### src/rtl/negate_pkg.sv
// Shared constants and helpers for the negate arbiter: default sizes,
// counter width, and a ceiling-log2 used to size the requester tag.
package negate_pkg;

   localparam int NREQ_DEF = 4;
   localparam int W_DEF    = 32;
   localparam int CNT_W    = 16;

   // Tag width for n requesters; never narrower than one bit.
   function automatic int clog2(input int n);
      int r;
      r = 0;
      for (int i = 0; i < 32; i++) begin
         if ((1 << r) < n) r++;
      end
      return (r < 1) ? 1 : r;
   endfunction

endpackage

### src/rtl/negate_arbiter_cond_negate.sv
// Conditional two's-complement: passes d through when s=0, returns -d mod 2^W
// when s=1. The most negative value maps to itself.
module cond_negate
   import negate_pkg::*;
#(
   parameter int W = W_DEF
) (
   input  logic [W-1:0] d,
   input  logic         s,
   output logic [W-1:0] res
);

   assign res = (d ^ {W{s}}) + W'(s);

endmodule

### src/rtl/negate_arbiter.sv
// Round-robin share of one sign-apply unit between NREQ requesters; the
// selected result is registered with its source tag behind a valid/ready port.
module negate_arbiter
   import negate_pkg::*;
#(
   parameter int NREQ = NREQ_DEF,
   parameter int IDW  = clog2(NREQ),
   parameter int W    = W_DEF
) (
   input  logic              clk,
   input  logic              rst_n,
   input  logic [NREQ-1:0]   req_valid,
   input  logic [NREQ*W-1:0] req_data,
   input  logic [NREQ-1:0]   req_sign,
   output logic [NREQ-1:0]   req_ready,
   output logic              out_valid,
   output logic [W-1:0]      out_data,
   output logic [IDW-1:0]    out_id,
   input  logic              out_ready,
   output logic [CNT_W-1:0]  conv_count
);

   localparam logic [IDW:0]   NREQ_X   = (IDW+1)'(NREQ);
   localparam logic [IDW-1:0] LAST_IDX = IDW'(NREQ - 1);

   logic [IDW-1:0]   ptr_q, ptr_d;
   logic             out_valid_q, out_valid_d;
   logic [W-1:0]     out_data_q, out_data_d;
   logic [IDW-1:0]   out_id_q, out_id_d;
   logic [CNT_W-1:0] cnt_q, cnt_d;

   logic [IDW-1:0]   rot_idx [NREQ];
   logic [NREQ-1:0]  rot_valid;
   logic [IDW-1:0]   off;
   logic [IDW-1:0]   gnt;
   logic             any_valid;
   logic             can_load;
   logic             load;
   logic [W-1:0]     sel_data;
   logic             sel_sign;
   logic [W-1:0]     neg_res;

   // Slot g of the rotated view is requester (ptr+g) mod NREQ, so the
   // lowest set slot is the first valid requester at or after ptr.
   for (genvar g = 0; g < NREQ; g++) begin : g_rot
      logic [IDW:0] sum;
      assign sum          = {1'b0, ptr_q} + (IDW+1)'(g);
      assign rot_idx[g]   = (sum >= NREQ_X) ? IDW'(sum - NREQ_X) : IDW'(sum);
      assign rot_valid[g] = req_valid[rot_idx[g]];
   end

   always_comb begin
      off = '0;
      for (int i = NREQ - 1; i >= 0; i--) begin
         if (rot_valid[i]) off = IDW'(i);
      end
   end

   assign gnt       = rot_idx[off];
   assign any_valid = |req_valid;
   assign can_load  = !out_valid_q || out_ready;
   assign load      = can_load && any_valid;

   // Gated by rst_n so no requester sees a handshake while reset is held.
   assign req_ready = (rst_n && load) ? (NREQ'(1) << gnt) : '0;

   assign sel_data = req_data[int'(gnt)*W +: W];
   assign sel_sign = req_sign[gnt];

   cond_negate #(.W(W)) u_cond_negate (
      .d   (sel_data),
      .s   (sel_sign),
      .res (neg_res)
   );

   always_comb begin
      ptr_d       = ptr_q;
      out_valid_d = out_valid_q;
      out_data_d  = out_data_q;
      out_id_d    = out_id_q;
      cnt_d       = cnt_q;
      if (load) begin
         out_valid_d = 1'b1;
         out_data_d  = neg_res;
         out_id_d    = gnt;
         ptr_d       = (gnt == LAST_IDX) ? '0 : gnt + IDW'(1);
         cnt_d       = cnt_q + CNT_W'(1);
      end else if (out_ready) begin
         out_valid_d = 1'b0;
      end
   end

   always_ff @(posedge clk or negedge rst_n) begin
      if (!rst_n) begin
         ptr_q       <= '0;
         out_valid_q <= 1'b0;
         out_data_q  <= '0;
         out_id_q    <= '0;
         cnt_q       <= '0;
      end else begin
         ptr_q       <= ptr_d;
         out_valid_q <= out_valid_d;
         out_data_q  <= out_data_d;
         out_id_q    <= out_id_d;
         cnt_q       <= cnt_d;
      end
   end

   assign out_valid  = out_valid_q;
   assign out_data   = out_data_q;
   assign out_id     = out_id_q;
   assign conv_count = cnt_q;

endmodule

### config.mk
export PLATFORM = sky130hd
export DESIGN_NAME = negate_arbiter
export DESIGN_NICKNAME = d
export VERILOG_FILES = /design/src/rtl/negate_pkg.sv /design/src/rtl/negate_arbiter_cond_negate.sv /design/src/rtl/negate_arbiter.sv
export SDC_FILE = /design/constraint.sdc
export NUM_CORES = 1
export LEC_CHECK = 0
export BUFFER_PORTS_ARGS = -buffer_cell sky130_fd_sc_hd__buf_2
export CAP_MARGIN = 15
export CORE_UTILIZATION = 45
export CTS_CLUSTER_DIAMETER = 60
export DETAILED_ROUTE_END_ITERATION = 12
export PLACE_DENSITY = 0.76
export SYNTH_ARGS = -nofsm -noshare
export SYNTH_HDL_FRONTEND = slang
export SYNTH_SLANG_ARGS = --single-unit
### constraint.sdc
create_clock -name clk -period 5 [get_ports clk]
set_input_delay 0.5 -clock clk [delete_from_list [all_inputs] [get_ports clk]]
set_output_delay 0.5 -clock clk [all_outputs]
set_load 0.01 [all_outputs]
-- After elaboration in Yosys (flattened, before gate mapping)
Cells that the tools add are included.
- flip-flop bits (word level): 53
- input port bits: 139
- output and inout port bits: 55
- logic and storage cells: 61
- $add $sub $neg: 10
- magnitude comparators: 10
- equality and inequality tests: 1
- shift-type cells: 2
- muxes and demuxes: 25
- bitwise logic cells: 2
- reductions and logical operators: 6
- operators with widths (operator ; number):
    128-bit by 8-bit variable part select with 32-bit output ; 1
    32-bit by 1-bit adder with 32-bit output ; 1
    32-bit XOR ; 1
    2-bit 2-to-1 mux ; 11
    16-bit by 1-bit adder with 16-bit output, second input constant ; 1
    2-bit by 3-bit less-than comparator with 1-bit output, second input constant ; 5
    3-bit greater-or-equal comparator, second input constant ; 4
    1-bit binary-select mux with 2-bit select ; 5
    2-bit by 1-bit subtractor with 2-bit output, second input constant ; 4
    1-bit 2-to-1 mux ; 7
    2-bit by 2-bit adder with 3-bit output, second input constant ; 2
    2-bit binary-select mux with 2-bit select ; 1
    4-bit 2-to-1 mux ; 1
    4-bit OR reduction ; 1
    1-bit by 2-bit << shifter with 4-bit output, first input constant ; 1
    2-bit by 1-bit adder with 3-bit output, second input constant ; 1
    2-bit by 3-bit greater-or-equal comparator with 1-bit output, second input constant ; 1
    2-bit inverter with 3-bit output ; 1
    2-bit by 1-bit adder with 2-bit output, second input constant ; 1
    2-bit == test, second input constant ; 1
    1-bit logical AND ; 2
    2-bit nonzero test ; 1
    1-bit zero test ; 1
    1-bit logical OR ; 1

-- Logic depth before layout (Yosys ltp)
Gate-level depths: netlist of run 1.
- depth in word-level cells: 17
- gate-level depth with buffers: 17
- gate-level depth less buffers: 12

-- By module
A second synthesis of run 1 with hierarchy kept.
- cell total of the unflattened synthesis: 535
- area, all modules: 4566.9 um2
- modules (own cells, without submodules) (module ; times used ; cells each ; area an instance (um2)):
    negate_arbiter ; 1 ; 332 ; 3113.0
    cond_negate ; 1 ; 203 ; 1453.9

-- Worst setup path before layout of run 1
Ideal clock, no wire load.
- path type: in2reg
- start: input req_valid[0]
- end: register out_data_q[12] (netlist: out_data[12])
- setup time: 82 ps
- data arrival time: 4418 ps
- slack: 501 ps
- cell stages on the path: 15
- buffers on the path: 3
- cells stage by stage: nor2b_1 a2111o_1 nand2_1 mux4_2 clkbuf_1 clkinv_1 buf_1 ha_1 ha_1 or4b_4 a222oi_1 buf_4 mux2_2 a21o_1 a31oi_1
- cells in the longest elaborated chain, start to end: 14
- elaborated cells on any way between the ends: 23
- ends and longest elaborated chain (item ; line ; source):
    start, declared ; negate_arbiter.sv:12 ; input logic [NREQ-1:0] req_valid,
    parallel branches: the longest is 14 deep, another holds 128-bit by 8-bit variable part select with 32-bit output ; - ;
    end signal, assigned ; negate_arbiter.sv:103 ; out_data_q <= out_data_d;
    end, declared ; negate_arbiter.sv:28 ; logic [W-1:0] out_data_q, out_data_d;
Several ways; the timed one is not identified. The select of a mux whose other input is x is not followed.
A chain may end at the register's enable or synchronous reset.

-- Final worst setup path of run 1
- start: register ptr_q[0]
- end: register out_data_q[12] (netlist: out_data[12])
- cells in the longest elaborated chain, start to end: 17
- elaborated cells on any way between the ends: 36
- ends and longest elaborated chain (item ; line ; source):
    start, declared ; negate_arbiter.sv:26 ; logic [IDW-1:0] ptr_q, ptr_d;
    start signal, assigned ; negate_arbiter.sv:101 ; ptr_q <= ptr_d;
    2-bit by 2-bit adder with 3-bit output ; negate_arbiter.sv:47 ; assign sum = {1'b0, ptr_q} + (IDW+1)'(g);
    3-bit greater-or-equal comparator or 2-bit by 1-bit subtractor with 2-bit output (tied branches) ; negate_arbiter.sv:48 ; assign rot_idx[g] = (sum >= NREQ_X) ? IDW'(sum - NREQ_X) : IDW'(sum);
    2-bit 2-to-1 mux ; negate_arbiter.sv:48 ;
    1-bit binary-select mux with 2-bit select ; negate_arbiter.sv:49 ; assign rot_valid[g] = req_valid[rot_idx[g]];
    1-bit 2-to-1 mux (implied by the code) ; negate_arbiter.sv:49 ;
    2-bit 2-to-1 mux (4 in a row) ; negate_arbiter.sv:55 ; if (rot_valid[i]) off = IDW'(i);
    2-bit inverter with 3-bit output (implied by the code) ; negate_arbiter.sv:59 ; assign gnt = rot_idx[off];
    2-bit binary-select mux with 2-bit select (*) ; negate_arbiter.sv:59 ;
    2-bit 2-to-1 mux (implied by the code) (*) (2 in a row) ; negate_arbiter.sv:59 ;
    parallel branches: the longest is 3 deep, another holds 128-bit by 8-bit variable part select with 32-bit output ; - ;
    32-bit by 1-bit adder with 32-bit output (*) ; negate_arbiter_cond_negate.sv:13 ; assign res = (d ^ {W{s}}) + W'(s);
Every way passes the cells marked *. The select of a mux whose other input is x is not followed.

==> results.cfg, run 1 <==
[cells_and_area]
area_growth_pct = 26.2
post_route_cells_drive_above_1_share_pct = 40.5
diodes = 0
fill_cells = 862
post-route-cell-area_um2 = 5640
instances_no_fill = 773
nNetsFinal = 785
final_util_pct = 58.3
layout_commonest_cell = sky130_fd_sc_hd__buf_2
most-common-layout-cells = sky130_fd_sc_hd__buf_2 (193), sky130_fd_sc_hd__nand2_1 (59), sky130_fd_sc_hd__dfrtp_1 (53), sky130_fd_sc_hd__xnor2_1 (46), sky130_fd_sc_hd__mux4_2 (32)

[cts]
cts_buffers = 5
clock_path_buffers = 2
hold_buf_count_cts = 0
clk_transition_reported_paths_ns = 0.11
clk-insertion-delay-late_ns = 0.31
root_buffer = sky130_fd_sc_hd__clkbuf_8
cts_setup_buffers = 0
cts_tree = yes
clock-sinks = 53
ctsResizeCount = 0
cts-htree-levels = 2

[sta]
slew_worst_pin_ns = 1.12
timing.final.max_slew_violations = 0
timing.setup.tns_ns = 0
finalHoldViolations = 0
setup_viol = 0
rsz_0062_raised_after_global_routing = false
max_freq_mhz = 219
max_slew_margin_pct = 25.5
period_needed_ns = 4.58
final.setup_skew_ns = 0.0107
period_share_pct = 91.5

[detailed_routing]
vias_per_cell = 5.66
drt-pass1-iter-count = 4
antenna_left = 0
wl_met2_um = 6360
wl_met1_um = 5280
totalWireLength_um = 12500
highest-signal-layer = met4
via_count = 4372
routed_wire_length_per_instance_um = 16.2
drc_errors = 0
detail_route.iter0.violations = 212
dr_wl_met3_um = 710

[grt]
maximum_number_of_pins_on_one_net_before_global_route_repair = 40
grt_overflow_total = 0
grt_pass1_wl_um = 19700
grt_pass1_vias = 4060
global_routing_usage_summed_across_all_routing_layers_pct = 24.3
antenna_found_initial = 0

[synth]
synth.yosys.warnings = 0
synthCells = 457
synth_fp_nets = 603
seq_area_frac_synth_pct = 29.7
synth_simple_gate_area_share_pct = 18.9
synthXorXnorAreaFrac_pct = 10.2
synthesis.area_per_instance_um2 = 9.78
adder_and_majority_cell_fraction_of_the_synthesized_area_pct = 1.96
synth_top_family_by_area = multiplexers
dominantRegCellSynth = sky130_fd_sc_hd__dfrtp_1
synth.top_cells.by_area = sky130_fd_sc_hd__dfrtp_1 (30%), sky130_fd_sc_hd__mux4_2 (16%), sky130_fd_sc_hd__xnor2_1 (9.0%), sky130_fd_sc_hd__nand2_1 (5.0%), sky130_fd_sc_hd__o21ai_0 (3.2%)
synth.mux.area_fraction_pct = 20.5
synth.top_cell.area_share_pct = 29.7
yosysTopAreaCell = sky130_fd_sc_hd__dfrtp_1
synth-edff-count = 0
post_synth_instance_area_um2 = 4470
synth-async-reset-ratio_pct = 100
synth.lib_cells_used.distinct = 62
ys_ff_latch = 53
synth_area_in_compound_gates_pct = 13.8

[placement]
placed_cell_area_um2 = 5550
gp_routability_congestion = 0.887
port_buffers = 193
detailedPlacementHpwl_um = 10100
place_inst = 765

[min_path]
hold_class = input pin to asynchronous set/reset pin

[pwr]
power-per-cell-area_nw_per_um2 = 516
total_leakage_power_uw = 0.00261
vdd_ir_drop_max_v = 0.000224
total_power_uw = 2910

[die]
die_w_um = 102
die_area_um2 = 10300
floorplan.rows = 36
floorplan.core_area_um2 = 9680
boundaryPins = 194
die_y_um = 102
start_util_pct = 46.2

[setup_path]
critical_path_class = register to register
timing.reg2reg.worst_path_depth = 12
critical_path_required_ns = 5.24
reg2reg_setup_slack_ns = 0.42
critical_path.endpoint_type = register
critical_path.startpoint_type = register
path_max_fanout = 25
crit_arrival_ns = 4.81
rr_startpoint = ptr_q[0]
worst_r2r_endpoint = out_data[12]

[job]
timing.max_cap.violations = 0

[status]
run_status = completed
## sequential cells by signal, indices dropped and copies added (netlist names)
name / flops
out_data: 32
conv_count: 16
out_id: 2
ptr_q: 2
out_valid: 1
## how the worst max path moves through the flow
stage,start,endpoint,slack [ns],cells after the start
final,ptr_q[0],out_data[12],0.42,12
after floorplan,req_valid[0],out_data[12],0.50,15
after global placement,req_valid[2],out_data[12],0.43,14
after detailed placement,req_valid[2],out_data[12],0.25,13
after CTS,ptr_q[0],out_data[12],0.37,12
after global routing,ptr_q[0],out_data[12],0.14,13
## routing by layer
layer,track usage (%),up-vias
met5,0,-
met4,6.69,0
met3,1.52,11
met2,43.5,192
met1,31.9,2105
li1,-,2064
## kinds of logic (layout without fill, tap and decap cells)
group,after synthesis,in the layout
xor gates and xnor gates,52,52
muxes,45,45
adders and majority gates,7,7
and+or+nand+nor,163,163
AOI/OAI and AO/OA,87,87
DFF,53,53
buffers and inverters,50,233
## cell usage after synthesis, types with 5 or more instances
master	instances
sky130_fd_sc_hd__and3_1	10
sky130_fd_sc_hd__nor3_1	6
sky130_fd_sc_hd__xor2_1	6
sky130_fd_sc_hd__clkbuf_1	8
sky130_fd_sc_hd__o22ai_1	6
sky130_fd_sc_hd__nand3_1	19
sky130_fd_sc_hd__nand2_1	60
sky130_fd_sc_hd__a31oi_1	5
sky130_fd_sc_hd__buf_1	5
sky130_fd_sc_hd__mux4_2	32
sky130_fd_sc_hd__ha_1	7
sky130_fd_sc_hd__buf_2	9
sky130_fd_sc_hd__a21oi_1	9
sky130_fd_sc_hd__nand4_1	13
sky130_fd_sc_hd__or4_1	5
sky130_fd_sc_hd__inv_1	23
sky130_fd_sc_hd__mux2i_1	7
sky130_fd_sc_hd__o21ai_0	29
sky130_fd_sc_hd__nor2_1	21
sky130_fd_sc_hd__xnor2_1	46
sky130_fd_sc_hd__dfrtp_1	53
## per-stage QoR
step,setup WS (ns),hold WS [ns]
after floorplan,0.501,0.204
after global placement,0.430,0.454
after detailed placement,0.245,0.457
after CTS,0.373,0.259
after global routing,0.141,0.280
final,0.424,0.242
## power breakdown
| part | internal, uW | switching (uW) | total, uW |
|---|---|---|---|
| clock | 102 | 156 | 258 |
| sequential | 600 | 122 | 722 |
| combinational | 870 | 1060 | 1930 |
## area by class of cell
class	count	area, um^2	share of cell area (%)
repair buffers	201	1030	18.2
well taps	133	166	2.95
inverters	24	90.1	1.60
clock inverters	3	26.3	0.466
clock buffers	5	68.8	1.22
multi-input cells	354	2940	52.1
flip-flops and latches	53	1330	23.5
## critical path: stages, from the launching register on
cell and delay, ns:
sky130_fd_sc_hd__dfrtp_1 0.43, sky130_fd_sc_hd__nor2b_1 0.16, sky130_fd_sc_hd__a2bb2oi_2 0.15, sky130_fd_sc_hd__o211ai_4 0.82, sky130_fd_sc_hd__mux4_2 0.67, sky130_fd_sc_hd__xnor2_1 0.21
sky130_fd_sc_hd__ha_1 0.23, sky130_fd_sc_hd__or4b_4 0.50, sky130_fd_sc_hd__a222oi_1 0.36, sky130_fd_sc_hd__buf_4 0.27, sky130_fd_sc_hd__mux2_2 0.37, sky130_fd_sc_hd__a21o_1 0.18
sky130_fd_sc_hd__a31oi_1 0.15
Power figures use the tool's default switching activity.
==> run 2: changes to the inputs <==
--- a/config.mk
+++ b/config.mk
@@ -10,7 +10,8 @@
 export CORE_UTILIZATION = 45
 export CTS_CLUSTER_DIAMETER = 60
 export DETAILED_ROUTE_END_ITERATION = 12
-export PLACE_DENSITY = 0.76
+export PLACE_DENSITY = 0.73
 export SYNTH_ARGS = -nofsm -noshare
 export SYNTH_HDL_FRONTEND = slang
 export SYNTH_SLANG_ARGS = --single-unit
+export TNS_END_PERCENT = 100
==> results.cfg, run 2 (synthesis results as in run 1) <==
[detailed_routing]
wl_met2_um = 6390
routed_wire_length_per_instance_um = 16.5
antenna_left = 0
drt-pass1-iter-count = 5
wl_met1_um = 5430
dr_wl_met3_um = 755
highest-signal-layer = met4
totalWireLength_um = 12800
vias_per_cell = 5.63
detail_route.iter0.violations = 236
drc_errors = 0
via_count = 4366

[setup_path]
path_max_fanout = 14
worstPathCellList = nor2b_1 > a2bb2oi_2 > o211ai_4 > buf_4 > mux4_2 > xnor2_1 > ha_1 > or4b_4 > a222oi_1 > buf_4 > mux2_2 > a21o_1 > a31oi_1
timing.critical_path.slowest_cell_delay_ns = 0.60
crit_top_cell = sky130_fd_sc_hd__buf_4
critical_path.endpoint_type = register
crit_arrival_ns = 4.47
timing.critical_path.slowest_stage_cell = sky130_fd_sc_hd__mux4_2
critical_path_required_ns = 5.25
critical_path.startpoint_type = register
total_buffers_and_inverters_traversed_by_the_critical_path = 2
critical_path_class = register to register
path_delay_family = compound AO/OA/AOI/OAI gates

[cts]
clk_transition_reported_paths_ns = 0.11
cts_buffers = 5
clock-sinks = 53
clock_path_buffers = 2
root_buffer = sky130_fd_sc_hd__clkbuf_8
clk-insertion-delay-late_ns = 0.32
cts-htree-levels = 2
cts_tree = yes
hold_buf_count_cts = 0
ctsResizeCount = 0
cts_setup_buffers = 0

[pwr]
seq_power_share_pct = 24.4
internal-power_uw = 1630
clock_power_share_pct = 10.4
switching_fraction_of_total_power_pct = 45.0
total_switching_power_uw = 1330
power-per-cell-area_nw_per_um2 = 521
total_leakage_power_uw = 0.00263
total_power_uw = 2960
vdd_ir_drop_max_v = 0.000324
pwr-share-comb_pct = 65.2

[cells_and_area]
largest_register_ffs = 32
diodes = 0
layout_commonest_cell = sky130_fd_sc_hd__buf_2
most-common-layout-cells = sky130_fd_sc_hd__buf_2 (193), sky130_fd_sc_hd__nand2_1 (59), sky130_fd_sc_hd__dfrtp_1 (53), sky130_fd_sc_hd__xnor2_1 (46), sky130_fd_sc_hd__mux4_2 (32)
multi_input_area_um2 = 2940
area_growth_pct = 27.0
post-route-cell-area_um2 = 5680
post_route_cells_drive_above_1_share_pct = 40.7
ff_latch_area_um2 = 1330
fill_cells = 879
nNetsFinal = 787

[grt]
grt_pass1_wl_um = 20300
grt_overflow_total = 0
global_routing_usage_summed_across_all_routing_layers_pct = 25.4
antenna_found_initial = 0
maximum_number_of_pins_on_one_net_before_global_route_repair = 45
grt_pass1_vias = 4093

[min_path]
hold_class = input pin to asynchronous set/reset pin

[job]
timing.max_cap.violations = 0

[die]
floorplan.rows = 36
start_util_pct = 46.2
die_area_um2 = 10300
die_w_um = 102
boundaryPins = 194
die_y_um = 102
floorplan.core_area_um2 = 9680

[placement]
placed_cell_area_um2 = 5560
gp_routability_congestion = 0.965
port_buffers = 193
detailedPlacementHpwl_um = 10300

[sta]
timing.final.max_slew_violations = 0
max_slew_margin_pct = 27.9
period_needed_ns = 4.23
setup_viol = 0
max_freq_mhz = 237
finalHoldViolations = 0
final.setup_skew_ns = 0.0154
slew_worst_pin_ns = 1.08
period_share_pct = 84.5
rsz_0062_raised_after_global_routing = false
timing.setup.tns_ns = 0

[status]
run_status = completed
==> run 2: final cells by class <==
type,instances,area share (%)
Clock buffer,5,1.21
Clock inverter,3,0.815
Inverter,24,1.59
Multi-Input combinational cell,354,51.8
Sequential cell,53,23.4
Tap cell,133,2.93
Timing Repair Buffer,203,18.3
==> run 2: layer usage <==
layer  GRT usage [%]  vias up
li1                -     2064
met1            33.8     2089
met2            42.9      195
met3            2.97       18
met4            8.58        0
met5               0        -
==> run 2: path summary, 6_finish.rpt <==
| check | startpoint | endpoint | slack, ns | depth (start not counted) |
|---|---|---|---|---|
| max | ptr_q[0] | out_data[12] | 0.77 | 13 |
| min | rst_n | conv_count[6] | 0.29 | 1 |
| max reg2reg | ptr_q[0] | out_data[12] | 0.77 | 13 |
| min reg2reg | conv_count[15] | conv_count[15] | 0.47 | 1 |
| max in group asynchronous | rst_n | out_data[2] | 3.91 | 2 |
| min in group clk | conv_count[15] | conv_count[15] | 0.47 | 1 |
==> run 2: through the flow <==
| step | hold WS [ns] | setup WS, ns | utilization (%) | std cells |
|---|---|---|---|---|
| after CTS | 0.316 | 0.755 | 58.6 | 775 |
| after global placement | 0.455 | 0.738 | 57.4 | 767 |
| final | 0.291 | 0.774 | 58.6 | 775 |
| after detailed placement | 0.463 | 0.633 | 57.4 | 767 |
| after global routing | 0.356 | 0.521 | 58.6 | 775 |
| after floorplan | 0.204 | 0.501 | - | 457 |
==> run 2: power groups by stage <==
stage | clock network, uW | logic, uW | registers [uW]
2_1_floorplan | 0 | 1340 | 790
6_report | 307 | 1930 | 722
5_1_grt | 334 | 2120 | 745
3_3_place_gp | 0 | 1870 | 723
4_1_cts | 317 | 1930 | 724
3_5_place_dp | 0 | 1920 | 734
